### config.mk
export PLATFORM = sky130hd
export DESIGN_NAME = if_fetch_queue
export DESIGN_NICKNAME = d
export VERILOG_FILES = /design/src/rtl/if_fetch_queue_pkg.sv /design/src/rtl/fq_storage.sv /design/src/rtl/if_fetch_queue.sv
export SDC_FILE = /design/constraint.sdc
export NUM_CORES = 1
export LEC_CHECK = 0
export CORE_MARGIN = 8
export CORE_UTILIZATION = 41
export CTS_CLUSTER_DIAMETER = 100
export DETAILED_ROUTE_END_ITERATION = 6
export GPL_TIMING_DRIVEN = 0
export PLACE_DENSITY_LB_ADDON = 0.08
export SLEW_MARGIN = 10
export SYNTH_ARGS = -nofsm -noshare
export SYNTH_HDL_FRONTEND = slang
export SYNTH_HIERARCHICAL = 1
export SYNTH_SLANG_ARGS = --single-unit
### constraint.sdc
create_clock -name clk -period 9 [get_ports clk]
set_input_delay 2.25 -clock clk [delete_from_list [all_inputs] [get_ports clk]]
set_output_delay 2.25 -clock clk [all_outputs]
set_load 0.01 [all_outputs]
### src/rtl/if_fetch_queue_pkg.sv
// rtl/if_fetch_queue_pkg.sv - shared constants and helper types for the fetch queue
package if_fetch_queue_pkg;

  localparam int          ADDRESS_LEN     = 32;
  localparam logic [31:0] NOP_INSTRUCTION = 32'h0000_0013;  // addi x0, x0, 0
  localparam int          FQ_DEPTH        = 4;

  // Per-cycle queue operation, used to steer the occupancy update
  typedef enum logic [1:0] {
    FQ_IDLE = 2'b00,
    FQ_PUSH = 2'b01,
    FQ_POP  = 2'b10,
    FQ_BOTH = 2'b11
  } fq_op_e;

  function automatic fq_op_e fq_op(input logic push, input logic pop);
    return fq_op_e'({pop, push});
  endfunction

endpackage

### src/rtl/fq_storage.sv
// rtl/fq_storage.sv - fetch queue entry array, one write port and one async read port
module fq_storage #(
  parameter int WIDTH = 64,
  parameter int DEPTH = 4
) (
  input  logic                     clk,
  input  logic                     we,
  input  logic [$clog2(DEPTH)-1:0] waddr,
  input  logic [WIDTH-1:0]         wdata,
  input  logic [$clog2(DEPTH)-1:0] raddr,
  output logic [WIDTH-1:0]         rdata
);

  // Data is never reset; validity is tracked by the parent's count
  logic [WIDTH-1:0] mem [DEPTH];

  // Write the addressed entry when the parent accepts a push
  always_ff @(posedge clk) begin
    if (we) mem[waddr] <= wdata;
  end

  assign rdata = mem[raddr];

endmodule

### src/rtl/if_fetch_queue.sv
// rtl/if_fetch_queue.sv - IF-to-ID instruction fetch queue; optional FETCH_QUEUE_BYPASS_EN empty-queue bypass
module if_fetch_queue
  import if_fetch_queue_pkg::*;
#(
  parameter int ADDR_W  = ADDRESS_LEN,
  parameter int INSTR_W = 32,
  parameter int DEPTH   = FQ_DEPTH
) (
  input  logic                       clk,
  input  logic                       rst,
  input  logic                       flush,
  input  logic                       freeze,
  input  logic                       push_valid,
  output logic                       push_ready,
  input  logic [ADDR_W-1:0]          pc_in,
  input  logic [INSTR_W-1:0]         instruction_in,
  output logic                       pop_valid,
  output logic [ADDR_W-1:0]          pc_out,
  output logic [INSTR_W-1:0]         instruction_out,
  output logic [$clog2(DEPTH+1)-1:0] count
);

  localparam int             PW   = $clog2(DEPTH);
  localparam int             CW   = $clog2(DEPTH + 1);
  localparam logic [CW-1:0]  FULL = CW'(DEPTH);

  logic [PW-1:0]         wr_ptr;
  logic [PW-1:0]         rd_ptr;
  logic [ADDR_W-1:0]     head_pc;
  logic [INSTR_W-1:0]    head_instr;
  logic                  not_empty;
  logic                  bypass;
  logic                  push_fire;
  logic                  pop_fire;

  assign not_empty  = (count != '0);
  assign push_ready = (count != FULL);
  assign pop_fire   = not_empty & ~freeze & ~flush;

`ifdef FETCH_QUEUE_BYPASS_EN
  // An empty queue forwards the incoming entry straight to decode; it is
  // only stored if decode is frozen and cannot take it this cycle.
  assign bypass    = ~rst & ~not_empty & push_valid & ~flush;
  assign push_fire = push_valid & push_ready & ~flush & ~(bypass & ~freeze);
`else
  assign bypass    = 1'b0;
  assign push_fire = push_valid & push_ready & ~flush;
`endif

  fq_storage #(
    .WIDTH (ADDR_W + INSTR_W),
    .DEPTH (DEPTH)
  ) u_storage (
    .clk   (clk),
    .we    (push_fire),
    .waddr (wr_ptr),
    .wdata ({pc_in, instruction_in}),
    .raddr (rd_ptr),
    .rdata ({head_pc, head_instr})
  );

  // Pointers and occupancy; flush and reset both return the queue to empty
  always_ff @(posedge clk) begin
    if (rst || flush) begin
      wr_ptr <= '0;
      rd_ptr <= '0;
      count  <= '0;
    end else begin
      if (push_fire) wr_ptr <= wr_ptr + PW'(1);
      if (pop_fire)  rd_ptr <= rd_ptr + PW'(1);
      case (fq_op(push_fire, pop_fire))
        FQ_PUSH: count <= count + CW'(1);
        FQ_POP:  count <= count - CW'(1);
        default: count <= count;
      endcase
    end
  end

  // Head presentation: stored head, bypassed input, or NOP when empty
  always_comb begin
    pop_valid       = not_empty;
    pc_out          = '0;
    instruction_out = INSTR_W'(NOP_INSTRUCTION);
    if (not_empty) begin
      pc_out          = head_pc;
      instruction_out = head_instr;
    end else if (bypass) begin
      pop_valid       = 1'b1;
      pc_out          = pc_in;
      instruction_out = instruction_in;
    end
  end

endmodule

Yosys cells after proc, flatten, opt, wreduce, memory -nomap -nowiden --
Memory sizes are Yosys's and may differ from the RTL's. A register that Yosys moved wholly into a read port is not among the register bits. Cells that the tools add are included.
Word-level totals: register bits after elaboration 7, memory bits (writable) 256, word-level logic and storage cells 28, memories kept 1
Memory list:
- u_storage.mem | words 4, bits a word 64, read ports 1, clocked after Yosys merged registers in 1, wr ports 1, RTL line fq_storage.sv:15 | logic [WIDTH-1:0] mem [DEPTH];
Operators by class: add/subtract/negate cells 4, equality and inequality tests 3, muxes and demuxes 8, bitwise operators 6, reductions and logical operators 3
Operators with widths (number):
- 32-bit 2-to-1 mux | 2
- 3-bit one-hot mux with 2 select lines | 1
- 2-bit by 1-bit adder with 2-bit output, second input constant | 2
- 1-bit AND | 4
- 2-bit 2-to-1 mux | 2
- 3-bit by 1-bit adder with 3-bit output, second input constant | 1
- 1-bit 2-to-1 mux | 3
- 3-bit != test, second input constant | 1
- 3-bit nonzero test | 1
- 3-bit by 1-bit subtractor with 3-bit output, second input constant | 1
- 2-bit by 1-bit == test with 1-bit output, second input constant | 1
- 2-bit == test, second input constant | 1
- 1-bit inverter | 2
- 2-bit nonzero test | 1
- 1-bit logical OR | 1

Longest topological paths before layout --
Gate-level depths: netlist of the first run.
depth in word-level cells 5, mapped depth 8, mapped depth without buffers 8

Modules after synthesis --
Netlist of the first run, hierarchy kept.
By module, submodules not included:
- fq_storage | times used 1, cells an instance 338, area each 9341.5 um^2, sequential area each 7687.4 um^2
- if_fetch_queue | times used 1, cells an instance 114, area each 859.6 um^2, sequential area each 140.1 um^2

Worst setup path before layout of the first run --
OpenSTA, ideal clock, no wires.
path type input to register, start in flush, end mem u_storage.mem[0][0] (enable), arrival time 7124 ps, data required time 8422 ps, path slack 1299 ps, stages 3, buffers on the path 0, cell sequence nand3b_4 -> inv_1 -> nor3b_1
Between the ends: cells in the longest elaborated chain, start to end 4
RTL lines:
- start, declared | RTL line if_fetch_queue.sv:11 | input logic flush,
- 1-bit inverter | RTL line if_fetch_queue.sv:47 | assign push_fire = push_valid & push_ready & ~flush;
- 1-bit AND | RTL line if_fetch_queue.sv:47
- via push_fire | RTL line if_fetch_queue.sv:33 | logic push_fire;
- 1-bit 2-to-1 mux | RTL line fq_storage.sv:19 | if (we) mem[waddr] <= wdata;
- 1-bit 2-to-1 mux (implied by the code) | RTL line fq_storage.sv:19
- end, declared | RTL line fq_storage.sv:15
The timed path passes the listed nets, and every way through them passes these cells.

==> results of run 1 <==
[worst max path at each step]
stage | startpoint | endpoint | slack, ps
final | rd_ptr[1] | pc_out[14] | 4260
after floorplan | flush | u_storage/mem[0][0] | 1300
after CTS | rd_ptr[1] | instruction_out[4] | 4160
after detailed placement | flush | u_storage/mem[0][28] | 4310
after global routing | rd_ptr[1] | pc_out[30] | 4120
after global placement | flush | u_storage/mem[0][27] | -3680
[logic make-up (layout without fill, tap and decap cells)]
| kind of cell | Yosys count | count (layout) | synth area share [%] |
|---|---|---|---|
| flops | 263 | 263 | 76.7 |
| simple gates | 86 | 86 | 5.45 |
| mux | 66 | 66 | 14.5 |
| buf+inv | 26 | 222 | 2.51 |
| compound gates | 7 | 7 | 0.343 |
| fa+ha+maj | 2 | 2 | 0.319 |
| xor+xnor | 2 | 2 | 0.172 |
[layer usage]
metal	share of wire, %	GRT usage, %
met1	43	17.7
met2	49	22.9
met3	6.3	3.83
met4	1.5	3.46
met5	0.13	0
[registers in the layout, summed over array words and instances (netlist names)]
signal         cells
u_storage/mem    256
count              3
rd_ptr             2
wr_ptr             2
[per-stage QoR]
step / setup TNS, ps / area (um2)
3_5_place_dp: 0 / 12200
3_3_place_gp: -235520 / 12000
4_1_cts: 0 / 13000
2_1_floorplan: 0 / 10200
6_report: 0 / 13000
5_1_grt: 0 / 13000
[critical path, stage by stage (launching register included)]
cell and delay, ps:
dfxtp_1 350, clkbuf_2 270, buf_2 340, mux4_2 350
and2_1 180, clkdlybuf4s50_1 500
[power by group through the flow]
stage	registers [mW]	clock network (mW)	logic [mW]
6_report	1.37	1.02	0.128
5_1_grt	1.37	1.10	0.139
4_1_cts	1.37	1.05	0.131
3_5_place_dp	1.39	0	0.130
3_3_place_gp	1.40	0	0.121
2_1_floorplan	1.39	0	0.0480
[cell type report]
| cell class | count | area [um2] |
|---|---|---|
| fillers | 1946 | 11400 |
| flip-flops and latches | 263 | 7830 |
| well taps | 324 | 405 |
| inverters | 5 | 18.8 |
| multi-input cells | 163 | 2130 |
| repair buffers | 149 | 1530 |
| clock inverters | 12 | 98.8 |
| plain buffers | 21 | 238 |
| clock buffers | 35 | 706 |
[cell usage in the layout (no fill, tap or decap), drive strengths merged, types with 3 or more instances in the layout]
| cell type | n |
|---|---|
| a21oi | 4 |
| and2 | 61 |
| buf | 31 |
| clkbuf | 37 |
| clkdlybuf4s50 | 137 |
| clkinv | 10 |
| dfxtp | 7 |
| edfxtp | 256 |
| inv | 5 |
| mux4 | 64 |
| nand2b | 4 |
| nor2 | 4 |
| o21ai | 3 |
| or3 | 5 |
==> summary.txt, run 1 <==
Status
  – Outcome: finished clean

STA
  – Final Hold Slack: 525 ps
  – Final setup margin: 4260 ps
  – Slew Limit Fails: 0
  – Tcrit/Tclk final: 52.6%
  – RSZ-0062 raised after global routing: no
  – Slew @ Worst Pin: 664 ps
  – Min Clock Period, post-route: 4740 ps
  – Fmax: 211 MHz
  – Final setup viols: 0
  – Relative slew slack: 55.7%
  – Final Hold Viols: 0
  – Setup Skew: 14.1 ps

Setup path
  – Crit Path Category: flop to output port
  – Reg2reg start: count[0]
  – CP Data Arrival Time: 2490 ps
  – Crit Path Max Fanout: 10
  – Flop-to-flop setup slack: 6520 ps
  – Startpoint type of the worst setup path: flop
  – Worst r2r path cells: 8
  – Reg2reg end: u_storage/mem[0][37]
  – Worst EP required: 6750 ps
  – Crit path capture type: output port

Power
  – Clk pwr share: 40.5%
  – Pwr/cell area: 194 nW/um2
  – Internal power: 2.04 mW
  – Power, Total: 2.51 mW
  – Combinational share of power: 5.1%
  – Switching share of power: 18.9%
  – Leakage: 4.12 nW
  – VDD IR max: 0.137 mV
  – Sequential Power Share: 54.4%
  – Sw power: 0.475 mW

Synthesis
  – Syn Nets: 523
  – Fraction of registers with async set/reset: 0%
  – Post-synth top area share: 75.4%
  – Netlist cell types: 31
  – Most frequent cell after synthesis: edfxtp_1
  – Synth Cell Area: 10200 um2
  – Number of flops mapped to enable cells by yosys: 256
  – Commonest cells post-synth: edfxtp_1 (256), and2_1 (61), mux4_2 (60), buf_6 (7), dfxtp_1 (7)
  – Yosys warns: 6
  – Top_reg_cell synth: edfxtp_1
  – Sequential-to-total area share from yosys stat: 76.7%
  – Syn Inst Count: 452
  – Largest cells by area after synthesis: edfxtp_1 (75%), mux4_2 (13%), and2_1 (3.7%)
  – Synth area leader: edfxtp_1
  – Syn Area/Cell: 22.6 um2
  – Seq cells post-synth: 263

GRT
  – Total gr overflow: 0
  – Initial antenna violation count: 2
  – Pin count of the biggest net entering global routing: 35
  – All-Layer GR Usage: 13.8%
  – Vias in the first global route: 5702
  – First-pass GRT wire length: 32700 um

Cells and area
  – Final core area utilization: 53.1%
  – Diodes inserted: 0
  – Final #Nets: 701
  – Fraction of layout cells with a size suffix above 1: 20.2%
  – P&R area growth vs syn: 27.1%
  – Post-Layout Cell Count: 972

Job
  – Max-cap violations: 0

Floorplanning
  – IO Count: 138
  – Std-Cell Core Area: 24400 um2
  – DIE AREA: 30200 um2
  – Die Ht: 174 um
  – Starting density of the core: 41.8%
  – Chip width: 174 um
  – Std-Cell Rows: 57

CTS
  – Post-CTS sizing: 0
  – Postcts setup bufs: 0
  – CTS tree: yes
  – CTS root buffer: clkbuf_16
  – CTS Hold Buffers Added: 0
  – Clk buf depth: 3
  – CTS clk-pin slew, worst paths: 50 ps
  – Cts bufs inserted: 27
  – Sink Count: 263
  – Clk_lat worst skew: 520 ps
  – CTS H-tree depth: 1

Min path
  – Hold depth: 2
  – Min-delay src: rd_ptr[0]
  – WHS Endpoint: rd_ptr[0]
  – Worst hold path class: flop to flop

Detailed routing
  – WL/cell: 21.4 um
  – Post-detailed-route count of antenna-violating nets: 0
  – Via count: 4936
  – Drt total wl: 20800 um
  – 1st-iter DRT viols: 283
  – Vias per std cell: 5.08
  – DRC: 0
  – Drt first pass iters: 4

Placement
  – RePlAce Congestion: 0.720
  – HPWL after detailed placement: 13100 um
  – PortBufs: 137
  – Pre-CTS WS: 4310 ps
  – Placed cells: 925
Note: power is estimated with default switching activity, not from simulation.
==> run 2: changes to the inputs <==
- clock period: 9 -> 4.38 ns (I/O delays scaled with it)
==> run 2 against run 1 <==
Count of clock-buffer cells in the layout grew 1. Global-route usage fell by 0.21 points. Die area unchanged. Cell area up 0.66%. Combinational power grew 110%. Largest power group unchanged. Highest routed layer unchanged.
==> summary.txt, run 2 (synthesis gave the netlist of run 1 again) <==
Setup path
  – Crit-path cells: buf_6, buf_12, mux4_2, nand2b_1, clkdlybuf4s50_1
  – Slowest CP cell: clkdlybuf4s50_1
  – Crit Path Max Fanout: 10 (unchanged)
  – Startpoint type of the worst setup path: flop
  – Crit Path Category: flop to output port
  – Worst EP required: 3280 ps (-3470 ps)
  – CP peak stage delay: 490 ps (about the same)
  – Reg2reg end: u_storage/mem[0][35]
  – Worst r2r path cells: 7 (-1)
  – Crit path capture type: output port
  – Flop-to-flop setup slack: 1940 ps (-4580 ps)
  – CP Data Arrival Time: 2510 ps (+20 ps)
  – Reg2reg start: count[1]

Floorplanning
  – DIE AREA: 30200 um2 (unchanged)
  – IO Count: 138 (unchanged)
  – Starting density of the core: 41.8% (unchanged)
  – Std-Cell Core Area: 24400 um2 (unchanged)
  – Std-Cell Rows: 57 (unchanged)
  – Chip width: 174 um (unchanged)
  – Die Ht: 174 um (unchanged)

STA
  – Slew @ Worst Pin: 689 ps (+25.1 ps)
  – Slew Limit Fails: 0 (unchanged)
  – Relative slew slack: 54.0% (-1.7 points)
  – Final setup viols: 0 (unchanged)
  – Final setup margin: 780 ps (-3480 ps)
  – Setup Skew: 24.2 ps (+10.1 ps)
  – Fmax: 278 MHz
  – Final Hold Viols: 0 (unchanged)
  – Tcrit/Tclk final: 82.2%
  – RSZ-0062 raised after global routing: no
  – Min Clock Period, post-route: 3600 ps

Cells and area
  – Fraction of layout cells with a size suffix above 1: 20.8% (+0.62 points)
  – Largest register FFs: 256 (unchanged)
  – Final #Nets: 698 (-0.43%)
  – Most common cell after layout, fill and taps aside: edfxtp_1
  – Biggest regs: u_storage/mem (256), count (3)
  – Biggest register: u_storage/mem
  – Final core area utilization: 53.5% (+0.35 points)
  – Commonest non-fill, non-tap cells in the layout: edfxtp_1 (256), clkdlybuf4s50_1 (137), and2_1 (61), mux4_2 (60), clkbuf_16 (27)
  – P&R area growth vs syn: 27.9%

CTS
  – CTS clk-pin slew, worst paths: 60 ps (about the same)
  – Cts bufs inserted: 27 (unchanged)
  – CTS Hold Buffers Added: 0 (unchanged)
  – CTS root buffer: clkbuf_16
  – Post-CTS sizing: 0 (unchanged)
  – Sink Count: 263 (unchanged)
  – Postcts setup bufs: 0 (unchanged)
  – Clk_lat worst skew: 530 ps (about the same)
  – CTS H-tree depth: 1 (unchanged)
  – Clk buf depth: 3 (unchanged)
  – CTS tree: yes

Power
  – VDD IR max: 0.232 mV (+69%)
  – Switching share of power: 19.0% (+0.10 points)
  – Internal power: 4.27 mW (+110%)
  – Sw power: 1.00 mW (+110%)
  – Leakage: 4.14 nW (+0.71%)
  – Combinational share of power: 5.0% (about the same)
  – Clk pwr share: 41.7% (+1.2 points)
  – Sequential Power Share: 53.3% (-1.1 points)
  – Pwr/cell area: 404 nW/um2 (+110%)

GRT
  – Total gr overflow: 0 (unchanged)
  – First-pass GRT wire length: 32000 um (-2.2%)
  – Pin count of the biggest net entering global routing: 38 (+8.6%)
  – Vias in the first global route: 5601 (-1.8%)
  – All-Layer GR Usage: 13.6% (-0.21 points)
  – Initial antenna violation count: 1 (-1)

Min path
  – Min-delay src: rd_ptr[1]
  – Hold depth: 2 (unchanged)
  – Worst hold path class: flop to flop
  – WHS Endpoint: rd_ptr[1]

Job
  – Max-cap violations: 0 (unchanged)

Detailed routing
  – DRC: 0 (unchanged)
  – 1st-iter DRT viols: 206 (-27%)
  – Via count: 4825 (-2.2%)
  – Drt total wl: 20400 um (-1.7%)
  – Post-detailed-route count of antenna-violating nets: 0 (unchanged)
  – Vias per std cell: 4.96 (-2.3%)
  – Drt first pass iters: 4 (unchanged)
  – WL/cell: 21.0 um (-1.8%)

Placement
  – HPWL after detailed placement: 12900 um (-1.9%)
  – Pre-CTS WS: 909 ps (-3400 ps)
  – RePlAce Congestion: 0.718 (-0.32%)
  – PortBufs: 137 (unchanged)

Status
  – Outcome: finished clean
[run 2: layout make-up]
class                           instances  area, um2
Inverter                                5       18.8
Sequential cell                       263       7830
Multi-Input combinational cell        163       2140
Fill cell                            1976      11300
Buffer                                 21        238
Clock buffer                           36        709
Tap cell                              324        405
Clock inverter                         14        146
Antenna cell                            1       2.50
Timing Repair Buffer                  146       1560
[run 2: critical path, delay by kind of cell (launching register included)]
family	cells	cell delay, ps
multiplexers	1	480
AND/OR/NAND/NOR	1	180
flip-flops	1	380
buffers and inverters	3	930
[run 2: power groups by stage]
| stage | combinational [mW] | sequential [mW] | clock (mW) |
|---|---|---|---|
| 2_1_floorplan | 0.0989 | 2.86 | 0 |
| 3_3_place_gp | 0.248 | 2.87 | 0 |
| 3_5_place_dp | 0.270 | 2.86 | 0 |
| 4_1_cts | 0.271 | 2.81 | 2.27 |
| 5_1_grt | 0.287 | 2.81 | 2.36 |
| 6_report | 0.264 | 2.81 | 2.19 |
[run 2: worst max path at each step]
stage | from | end | slack (ps) | cells after the start
after global placement | flush | u_storage/mem[0][20] | -2780 | 4
after global routing | rd_ptr[0] | pc_out[19] | 660 | 5
after floorplan | flush | u_storage/mem[0][0] | 80 | 3
final | rd_ptr[0] | instruction_out[4] | 780 | 5
after CTS | rd_ptr[1] | instruction_out[4] | 720 | 5
after detailed placement | flush | u_storage/mem[0][24] | 910 | 7
[run 2: metrics by stage]
stage               instances  hold slack (ps)  total power [mW]  cell area, um2  setup TNS (ps)
floorplan                 452              456              2.96           10200               0
global placement          913              467              3.11           12000         -347080
detailed placement        922              489              3.13           12200               0
CTS                       972              497              5.35           13000               0
global route              972              523              5.46           13000               0
finish                    973              493              5.27           13000               0
[run 2: layer usage]
layer	track usage, %	wire (um)	share of wire [%]
met2	23.1	10400	51
met3	3.09	1060	5.2
met1	17.4	8600	42
met4	3.49	385	1.9
met5	0	13	0.064
==> run 3: changes to the inputs <==
- clock period: 4.38 -> 3.5 ns (I/O delays scaled with it)
==> run 3 against run 2 <==
Combinational power grew 24%. Worst setup slack lost 690 ps. Flip-flop and latch count is the same. Utilization grew 0.26 points. Final cell count is the same. Register-to-register slack lost 750 ps. Clock skew shrank 9.6 ps. Sequential power grew 25%. Critical path type unchanged. Largest cell class unchanged.
==> summary.txt, run 3 (synthesis gave the netlist of run 1 again) <==
Floorplanning
  – DIE AREA: 30200 um2 (unchanged)
  – Starting density of the core: 41.8% (unchanged)
  – Std-Cell Core Area: 24400 um2 (unchanged)
  – IO Count: 138 (unchanged)
  – Die Ht: 174 um (unchanged)
  – Chip width: 174 um (unchanged)
  – Std-Cell Rows: 57 (unchanged)

Power
  – Pwr/cell area: 518 nW/um2 (+28%)
  – VDD IR max: 0.350 mV (+51%)
  – Power, Total: 6.79 mW (+29%)
  – Leakage: 4.18 nW (+0.86%)

Detailed routing
  – Via count: 4914 (+1.8%)
  – Drt first pass iters: 4 (unchanged)
  – WL/cell: 21.3 um (+1.4%)
  – Drt total wl: 20700 um (+1.4%)
  – Wire length on met2: 10300 um (-0.31%)
  – Highest Signal Layer: met5
  – Vias per std cell: 5.05 (+1.8%)
  – DRC: 0 (unchanged)
  – Met1 wire length: 8950 um (+4.0%)
  – Met3 wire len: 1040 um (-1.2%)
  – Post-detailed-route count of antenna-violating nets: 0 (unchanged)
  – 1st-iter DRT viols: 218 (+5.8%)

Placement
  – Placed cells: 921 (-0.11%)
  – PortBufs: 137 (unchanged)
  – Pre-CTS WS: 422 ps (-487 ps)
  – HPWL after detailed placement: 13000 um (+1.2%)
  – RePlAce Congestion: 0.743 (+3.4%)
  – Placed Area: 12200 um2 (-0.19%)

CTS
  – Sink Count: 263 (unchanged)
  – CTS root buffer: clkbuf_16
  – Clk buf depth: 3 (unchanged)
  – CTS tree: yes
  – CTS clk-pin slew, worst paths: 60 ps (about the same)
  – Cts bufs inserted: 28 (+3.7%)
  – CTS H-tree depth: 1 (unchanged)
  – Clk_lat worst skew: 530 ps (about the same)
  – CTS Hold Buffers Added: 0 (unchanged)

STA
  – Final Hold Viols: 0 (unchanged)
  – Final setup margin: 89.5 ps (-690 ps)
  – Relative slew slack: 55.6% (+1.6 points)
  – Min Clock Period, post-route: 3410 ps
  – Slew Limit Fails: 0 (unchanged)
  – Tcrit/Tclk final: 97.4%
  – Fmax: 293 MHz
  – RSZ-0062 raised after global routing: yes
  – Final Hold Slack: 538 ps (+45.1 ps)
  – Final setup viols: 0 (unchanged)
  – Sum Neg Setup Slack: 0 ps (unchanged)
  – Setup Skew: 14.5 ps (-9.64 ps)
  – Slew @ Worst Pin: 666 ps (-22.7 ps)

GRT
  – Pin count of the biggest net entering global routing: 35 (-7.9%)
  – Total gr overflow: 0 (unchanged)
  – All-Layer GR Usage: 13.7% (+0.11 points)
  – Vias in the first global route: 5600 (-0.018%)
  – Initial antenna violation count: 1 (unchanged)
  – First-pass GRT wire length: 32200 um (+0.56%)

Cells and area
  – Final core area utilization: 53.7% (+0.26 points)
  – Biggest regs: u_storage/mem (256), count (3)
  – Most common cell after layout, fill and taps aside: edfxtp_1
  – Biggest register: u_storage/mem
  – Diodes inserted: 0 (-1)
  – Largest register FFs: 256 (unchanged)
  – P&R area growth vs syn: 28.5%
  – Commonest non-fill, non-tap cells in the layout: edfxtp_1 (256), clkdlybuf4s50_1 (137), and2_1 (61), mux4_2 (60), clkbuf_16 (29)
  – Post-Layout Cell Count: 973 (unchanged)
  – Design area: 13100 um2 (+0.48%)
  – Fraction of layout cells with a size suffix above 1: 21.3% (+0.43 points)
  – Final #Nets: 698 (unchanged)
  – # fillers: 1948 (-1.4%)

Setup path
  – Slowest CP cell: mux4_2
  – Crit-path leading delay family: buffers and inverters
  – Crit path capture type: output port
  – CP peak stage delay: 540 ps (+50 ps)
  – Worst EP required: 2620 ps (-660 ps)
  – Startpoint type of the worst setup path: flop
  – Crit Path Max Fanout: 10 (unchanged)
  – CP Data Arrival Time: 2540 ps (+30 ps)
  – Crit-path cells: buf_12, buf_12, mux4_2, and2_1, clkdlybuf4s50_1
  – Buf/Inv on CP: 3 (unchanged)
  – Cell mode on critical path: buf_12
  – Crit Path Category: flop to output port

Status
  – Outcome: finished clean

Job
  – Max-cap violations: 0 (unchanged)

Min path
  – Worst hold path class: flop to flop
-- run 3: changes by cell type in the layout (fill, tap and decap cells not counted), moves of 2 or more --
cell	change
buf_2	-2
clkbuf_1	-6
clkinv_1	+4
buf_6	-2
clkbuf_16	+2
clkinv_2	+2
-- run 3: final timing paths --
path,start,end,slack [ps],cells past startpoint
min,rd_ptr[1],rd_ptr[1],540,2
min reg2reg,rd_ptr[1],rd_ptr[1],540,2
max reg2reg,count[2],count[2],1190,8
max,rd_ptr[0],instruction_out[31],90,5
-- run 3: power breakdown --
| part | switching [mW] | leakage (nW) | total, mW | internal [mW] |
|---|---|---|---|---|
| logic | 0.139 | 1.34 | 0.328 | 0.190 |
| registers | 0.0114 | 2.38 | 3.52 | 3.50 |
| clock network | 1.15 | 0.461 | 2.94 | 1.79 |
| total | 1.30 | 4.18 | 6.79 | 5.49 |
-- run 3: metal layers --
layer	up-vias	GRT usage, %
met4	2	3.46
met1	2571	17.4
met2	117	23.3
met5	-	0
li1	2197	-
met3	27	3.29
-- run 3: area by class of cell --
class | count | area (um2) | area share, %
multi-input cells | 163 | 2140 | 16.3
flip-flops and latches | 263 | 7830 | 59.7
repair buffers | 145 | 1530 | 11.7
clock inverters | 20 | 194 | 1.48
plain buffers | 21 | 251 | 1.92
well taps | 324 | 405 | 3.09
inverters | 5 | 18.8 | 0.143
clock buffers | 32 | 737 | 5.62
-- run 3: worst register-to-register path, cell delays in order (launching register included) --
cell      delay [ps]
dfxtp_1          450
or3b_4           450
nand3b_4         110
ha_1             200
inv_1             70
fa_1             380
xor2_1           160
or3_1            310
a21oi_1          140
-- run 3: what timing repair did --
item | CTS | global route
setup endpoints to repair | 1 | 7
gates cloned | 0 | 0
buffers inserted | 0 | 0
pin swaps | 0 | 0
gates resized for setup | 2 | 2
